### src/rtl/pixel_brightness_adjust.sv
// pixel_brightness_adjust
//
// Streaming per-pixel brightness adjuster. Adds a signed per-frame offset to
// every channel of each pixel, saturating to [0, 2^DATA_W-1], through a
// two-stage valid/ready pipeline with full backpressure. Offset and bypass
// are sampled on the first pixel of each frame and held for the whole frame.
//
// Ports:
//   clk         rising-edge clock
//   rst_n       asynchronous active-low reset
//   cfg_offset  signed brightness offset (two's complement, DATA_W+1 bits)
//   cfg_bypass  1 = pass pixels unmodified
//   s_valid     input pixel valid
//   s_ready     block can accept an input pixel (combinational)
//   s_data      input pixel, channel 0 in the LSBs
//   m_valid     output pixel valid
//   m_ready     downstream accepts the output pixel
//   m_data      adjusted pixel
//   m_last      marks the last pixel of a frame (index WIDTH*HEIGHT-1)
//   frame_done  one-cycle pulse after the m_last pixel is accepted

module pixel_brightness_adjust #(
    parameter int unsigned DATA_W   = 8,
    parameter int unsigned CHANNELS = 3,
    parameter int unsigned WIDTH    = 512,
    parameter int unsigned HEIGHT   = 768
) (
    input  logic                       clk,
    input  logic                       rst_n,
    input  logic [DATA_W:0]            cfg_offset,
    input  logic                       cfg_bypass,
    input  logic                       s_valid,
    output logic                       s_ready,
    input  logic [CHANNELS*DATA_W-1:0] s_data,
    output logic                       m_valid,
    input  logic                       m_ready,
    output logic [CHANNELS*DATA_W-1:0] m_data,
    output logic                       m_last,
    output logic                       frame_done
);

    localparam int unsigned PIX_W = CHANNELS * DATA_W;
    localparam int unsigned NPIX  = WIDTH * HEIGHT;
    localparam int unsigned CNT_W = (NPIX > 1) ? $clog2(NPIX) : 1;
    localparam logic [CNT_W-1:0] LAST_IDX = CNT_W'(NPIX - 1);

    // Stage 1 (capture) state
    logic             v1_q, v1_d;
    logic [PIX_W-1:0] pix1_q;
    logic [DATA_W:0]  off1_q;
    logic             byp1_q;
    logic             last1_q;

    // Stage 2 (output) state
    logic             v2_q, v2_d;
    logic [PIX_W-1:0] m_data_q;
    logic             m_last_q;
    logic             done_q, done_d;

    // Frame bookkeeping
    logic [CNT_W-1:0] cnt_q, cnt_d;
    logic [DATA_W:0]  frame_off_q;
    logic             frame_byp_q;

    logic             in_xfer;
    logic             adv1;
    logic             first_pix;
    logic             cnt_at_last;
    logic [DATA_W:0]  cur_off;
    logic             cur_byp;
    logic [PIX_W-1:0] adj;

    assign s_ready     = !v1_q || !v2_q || m_ready;
    assign in_xfer     = s_valid && s_ready;
    // Stage 1 moves forward whenever stage 2 is empty or is being drained.
    assign adv1        = v1_q && (!v2_q || m_ready);
    assign first_pix   = (cnt_q == '0);
    assign cnt_at_last = (cnt_q == LAST_IDX);

    // Pixel 0 uses the live config; the rest of the frame uses the latched copy.
    assign cur_off = first_pix ? cfg_offset : frame_off_q;
    assign cur_byp = first_pix ? cfg_bypass : frame_byp_q;

    always_comb begin
        cnt_d = cnt_q;
        if (in_xfer) begin
            cnt_d = cnt_at_last ? '0 : cnt_q + CNT_W'(1);
        end
    end

    always_comb begin
        v1_d   = in_xfer || (v1_q && !adv1);
        v2_d   = adv1 || (v2_q && !m_ready);
        done_d = v2_q && m_ready && m_last_q;
    end

    // Per-channel saturating add. The sum is formed in DATA_W+2 bits so that the
    // top bit is the sign and the next bit flags overflow above full scale.
    always_comb begin : adjust
        logic [DATA_W-1:0] chan;
        logic [DATA_W+1:0] sum;
        adj  = '0;
        chan = '0;
        sum  = '0;
        for (int c = 0; c < int'(CHANNELS); c++) begin
            chan = pix1_q[c*DATA_W +: DATA_W];
            sum  = {2'b00, chan} + {off1_q[DATA_W], off1_q};
            if (byp1_q) begin
                adj[c*DATA_W +: DATA_W] = chan;
            end else if (sum[DATA_W+1]) begin
                adj[c*DATA_W +: DATA_W] = '0;
            end else if (sum[DATA_W]) begin
                adj[c*DATA_W +: DATA_W] = '1;
            end else begin
                adj[c*DATA_W +: DATA_W] = sum[DATA_W-1:0];
            end
        end
    end

    always_ff @(posedge clk or negedge rst_n) begin
        if (!rst_n) begin
            v1_q        <= 1'b0;
            pix1_q      <= '0;
            off1_q      <= '0;
            byp1_q      <= 1'b0;
            last1_q     <= 1'b0;
            v2_q        <= 1'b0;
            m_data_q    <= '0;
            m_last_q    <= 1'b0;
            done_q      <= 1'b0;
            cnt_q       <= '0;
            frame_off_q <= '0;
            frame_byp_q <= 1'b0;
        end else begin
            v1_q   <= v1_d;
            v2_q   <= v2_d;
            done_q <= done_d;
            cnt_q  <= cnt_d;
            if (in_xfer) begin
                pix1_q  <= s_data;
                off1_q  <= cur_off;
                byp1_q  <= cur_byp;
                last1_q <= cnt_at_last;
                if (first_pix) begin
                    frame_off_q <= cfg_offset;
                    frame_byp_q <= cfg_bypass;
                end
            end
            if (adv1) begin
                m_data_q <= adj;
                m_last_q <= last1_q;
            end
        end
    end

    assign m_valid    = v2_q;
    assign m_data     = m_data_q;
    assign m_last     = m_last_q;
    assign frame_done = done_q;

endmodule

### config.mk
export PLATFORM = sky130hd
export DESIGN_NAME = pixel_brightness_adjust
export DESIGN_NICKNAME = d
export VERILOG_FILES = /design/src/rtl/pixel_brightness_adjust.sv
export SDC_FILE = /design/constraint.sdc
export NUM_CORES = 1
export LEC_CHECK = 0
export ABC_CLOCK_PERIOD_IN_PS = 2150
export BUFFER_PORTS_ARGS = -buffer_cell sky130_fd_sc_hd__buf_2
export CORE_MARGIN = 8
export CORE_UTILIZATION = 35
export CTS_CLUSTER_DIAMETER = 150
export DETAILED_ROUTE_END_ITERATION = 16
export GPL_TIMING_DRIVEN = 0
export PLACE_DENSITY = 0.62
export SLEW_MARGIN = 20
export SYNTH_ARGS = -nofsm -noshare
export SYNTH_HDL_FRONTEND = slang
export SYNTH_SLANG_ARGS = --single-unit
### constraint.sdc
create_clock -name clk -period 2.15 [get_ports clk]
set_clock_uncertainty 0.2 [all_clocks]
set_input_delay 0.645 -clock clk [delete_from_list [all_inputs] [get_ports clk]]
set_output_delay 0.645 -clock clk [all_outputs]
set_load 0.02 [all_outputs]
## Yosys cells after proc, flatten, opt, wreduce, memory -nomap -nowiden

Index checks and enable logic that the tools add are counted.

| cells by class | value |
|---|---|
| $add $sub $neg | 4 |
| muxes and demuxes | 11 |
| reduce and logical (&&, ||, !) cells | 17 |
| equal/unequal tests | 1 |

Operators by type and width:

| cell | number |
|---|---|
| two-way mux 8 bit | 9 |
| adder 9 x 9 -> 10 bit | 3 |
| adder 19 x 1 -> 19 bit, second input constant | 1 |
| equality test 19 bit, second input constant | 1 |
| logical NOT 19 bit | 1 |
| two-way mux 19 bit | 1 |
| logical AND 1 bit | 6 |
| logical OR 1 bit | 5 |
| logical NOT 1 bit | 4 |
| AND reduction 2 bit | 1 |
| two-way mux 1 bit | 1 |

| word-level totals | value |
|---|---|
| output and inout port bits | 28 |
| bits of input ports | 38 |
| flip-flop bits (word level) | 82 |

## Depth between registers and ports, before layout

| depth | value |
|---|---|
| word-level depth | 6 |
| depth in mapped cells | 8 |
| depth with buffers taken out | 8 |

## Worst setup path before layout

No wires, ideal clock.

| path | value |
|---|---|
| path type | input-to-reg |
| start | input port m_ready |
| end | register cnt_q[17] |
| arrival | 2.038 ns |
| data required time | 1.825 ns |
| stages | 7 |
| path slack | -0.213 ns |
| buffers on the path | 1 |
| cells stage by stage | nand3b_1 > and2_1 > buf_4 > nand2_2 > nor4_4 > nor2_2 > mux2_4 |

| between the ends | value |
|---|---|
| word-level cells in the longest chain between the ends | 2 |

RTL lines:

| what | line | source |
|---|---|---|
| from (decl) | 36 | `input logic m_ready,` |
| logical OR 1 bit | 73 | `assign s_ready = !v1_q \|\| !v2_q \|\| m_ready;` |
| logical AND 1 bit | 74 | `assign in_xfer = s_valid && s_ready;` |
| to (signal assigned) | 138 | `cnt_q <= cnt_d;` |
| to (decl) | 61 | `logic [CNT_W-1:0] cnt_q, cnt_d;` |

Every way passes these cells.
A chain may end at the register's enable or synchronous reset.

==> results.yml <==
global_routing:
  grt_pass1_wl_um: 21000
  busiest_layer: "met2"
  met1_usage_pct: 21.1
  grt_max_degree: 43
  grt_util_all_layers_pct: 15.9
  grt_pass1_vias: 4111
  antenna_found_initial: 0
  use_met2_pct: 24.9
  grt-ovfl-total: 0
  grt_use_met3_pct: 2.94
worst_setup_path:
  arrival_ps: 2310
  cpPeakStageDelay_ps: 570
  path_cells: "ha_4, a21o_1, nand4_1, and3_4, or3b_4, a41oi_2, o221ai_1"
  cp_max_fo: 7
  cp-end-kind: "flop"
  crit_cells: 7
  crit_slowest_cell: "dfrtp_4"
  cp.buffers_inverters: 0
  crit_family: "simple AND/OR/NAND/NOR gates"
  path_class: "reg2reg"
  cp.required_ps: 2140
  ff2ff_path_depth: 7
  start_kind: "flop"
sta:
  finalSetupViolations: 34
  worst_slack_ps: -171
  min_period_ps: 2320
  final_max_slew_viol_count: 0
  slew_headroom_pct: 44.4
  max_freq_mhz: 431
  rsz0062_at_grt: "true"
  worst_slew_pin_slew_ps: 834
  fin_crit_sh_pct: 108
  hold_violations: 0
cts:
  h-tree-depth: 3
  numCtsBuffers: 9
  cts.clk_slew.worst_paths_ps: 60
  cts_root_buffer: "clkbuf_16"
  cts_hold_repair.buffers: 0
  clkLatencyLatePin_ps: 340
  cts_buffer_depth: 2
  cts_tree: "yes"
  cts.sinks: 82
power_and_ir_drop:
  p_leak_nw: 2.83
  p_sw_w: 0.00141
  ir_worst_vdd_mv: 0.308
  p_int_w: 0.00295
  pwr-share-seq_pct: 44.7
  clkPwrFrac_pct: 33.7
  power.density_nw_per_um2: 715
  swShare_pct: 32.3
  p_comb_share_pct: 21.5
placement:
  gp_congestion: 0.871
  dp_slack_ps: -437
  io_buffers: 65
  dp_cells: 736
  hpwlAfterDp_um: 9040
routing:
  viasPerCell: 5.17
  wirelength_um: 13000
  antenna_left: 0
  wire_per_inst_um: 16.9
  num_vias: 3995
  drc: 0
  drt_iter0_markers: 247
  drt_pass1_iterations: 4
logic_synthesis:
  synth_cell_type_count: 43
  yosys.area.top_type: "dfrtp_1"
  synthCells: 498
  synth_top_area_share_pct: 44.9
  synth_edf_count: 0
  ys_ff_latch: 82
  syn-num-nets: 565
  syn_area_per_cell_sq_um: 9.17
  netlist_top_cells_count: "nand2_1 (141), dfrtp_1 (82), nor2_1 (38)"
  synth-main-ff-cell: "dfrtp_1"
  ys_seq_area_share_pct: 44.9
  syn_area_sq_um: 4570
  yosys_warnings: 0
  synth.most_common_cell: "nand2_1"
  synthArstFlopShare_pct: 100
  synth_area_leaders: "dfrtp_1 (45%), nand2_1 (12%), ha_1 (7.1%)"
floorplan:
  start_util_pct: 36.1
  dieArea_sq_um: 17000
  fp.dieW_um: 130
  core_sq_um: 12700
  dieHeight_um: 130
  ios: 66
  fp-row-count: 41
cells_and_area:
  nFillCells: 1187
  drive_gt1_share_pct: 32.2
  stdcell_count: 772
  nets: 662
  area_growth_syn_to_layout_pct: 33.5
  antenna_cells: 0
run:
  maxCapViolations: 0
min_path:
  hold_path_class: "in2async"
status:
  status: "finished with violations"
  violations: "negative setup slack"
==> routing by layer <==
layer  wire, um  up-vias  share of wire [%]
met5          0        -                  0
met4        240        0                1.8
met3        690       16                5.3
met2       6170       99                 47
met1       5930     1950                 46
li1           -     1930                  -
==> path summary, 6_finish.rpt <==
| kind | startpoint | end | slack [ps] |
|---|---|---|---|
| min reg2reg | m_data[23] | m_data[23] | 290 |
| min | rst_n | frame_off_q[1] | 90 |
| max | frame_off_q[1] | m_data[23] | -170 |
| max in group asynchronous | rst_n | cnt_q[1] | 1040 |
| max reg2reg | frame_off_q[1] | m_data[23] | -170 |
| min in group clk | s_data[7] | pix1_q[7] | 290 |
==> metrics by stage <==
step | instance area, sq um | total power, W | hold slack (ps) | util [%] | TNS [ps]
after CTS | 5970 | 0.00436 | 116 | 47.1 | -1620
final | 6100 | 0.00436 | 92.6 | 48.1 | -1650
after detailed placement | 5260 | 0.00282 | 276 | 41.5 | -21590
after global routing | 6100 | 0.00458 | 136 | 48.1 | -4550
after global placement | 5240 | 0.00280 | 267 | 41.3 | -53970
after floorplan | 4690 | 0.00249 | 149 | - | -1250
==> cell usage in the layout, fill, tap and decap left out, types with 12 or more instances in the layout <==
master	n
buf_4	17
o221ai_1	17
ha_4	13
clkbuf_1	12
buf_2	64
nand2_1	138
dfrtp_1	77
xnor2_1	19
a21oi_1	22
nor2_1	35
==> worst register-to-register path, stage by stage (launching register included) <==
cell and delay, ps:
dfrtp_4 570, ha_4 300, a21o_1 140, nand4_1 110
and3_4 200, or3b_4 390, a41oi_2 140, o221ai_1 120
==> sequential cells by signal, summed over array words and instances (netlist names) <==
signal       cells
byp1_q           1
frame_done       1
cnt_q           19
m_last           1
last1_q          1
pix1_q          24
frame_off_q      9
m_valid          1
v1_q             1
m_data          24
==> power groups by stage <==
stage               Combinational, W  Clock, W  Sequential (W)
finish                      0.000940   0.00147         0.00195
global route                 0.00105   0.00155         0.00198
CTS                         0.000923   0.00149         0.00195
detailed placement          0.000862         0         0.00196
global placement            0.000836         0         0.00196
floorplan                   0.000467         0         0.00202
==> area by class of cell <==
class | instances | area [sq um] | area share, %
timing repair buffer | 86 | 526 | 8.62
tap | 172 | 215 | 3.53
buffer | 17 | 87.6 | 1.44
inverter | 9 | 33.8 | 0.554
sequential | 82 | 2060 | 33.8
clock inverter | 5 | 38.8 | 0.636
clock buffer | 11 | 243 | 3.98
multi-input combinational | 390 | 2890 | 47.5
==> logic make-up (layout without fill, tap and decap cells) <==
logic type / after synthesis / after routing / synth area share [%]
AND/OR/NAND/NOR: 235 / 235 / 23.2
flip-flops: 82 / 82 / 44.9
AO/OA/AOI/OAI: 80 / 80 / 11.5
XOR/XNOR: 32 / 32 / 6.14
adder cells (fa/ha/maj): 29 / 29 / 8.44
buffers and inverters: 26 / 128 / 2.30
multiplexers: 14 / 14 / 3.51
==> timing repair <==
action                                 CTS  global route
gates resized for setup                 62            25
setup endpoints to repair               46            41
pin swaps                               33            33
cloned                                   1             0
buffers inserted                        14             5
endpoints found under the hold margin    0             0
(Power assumes the default switching activity.)
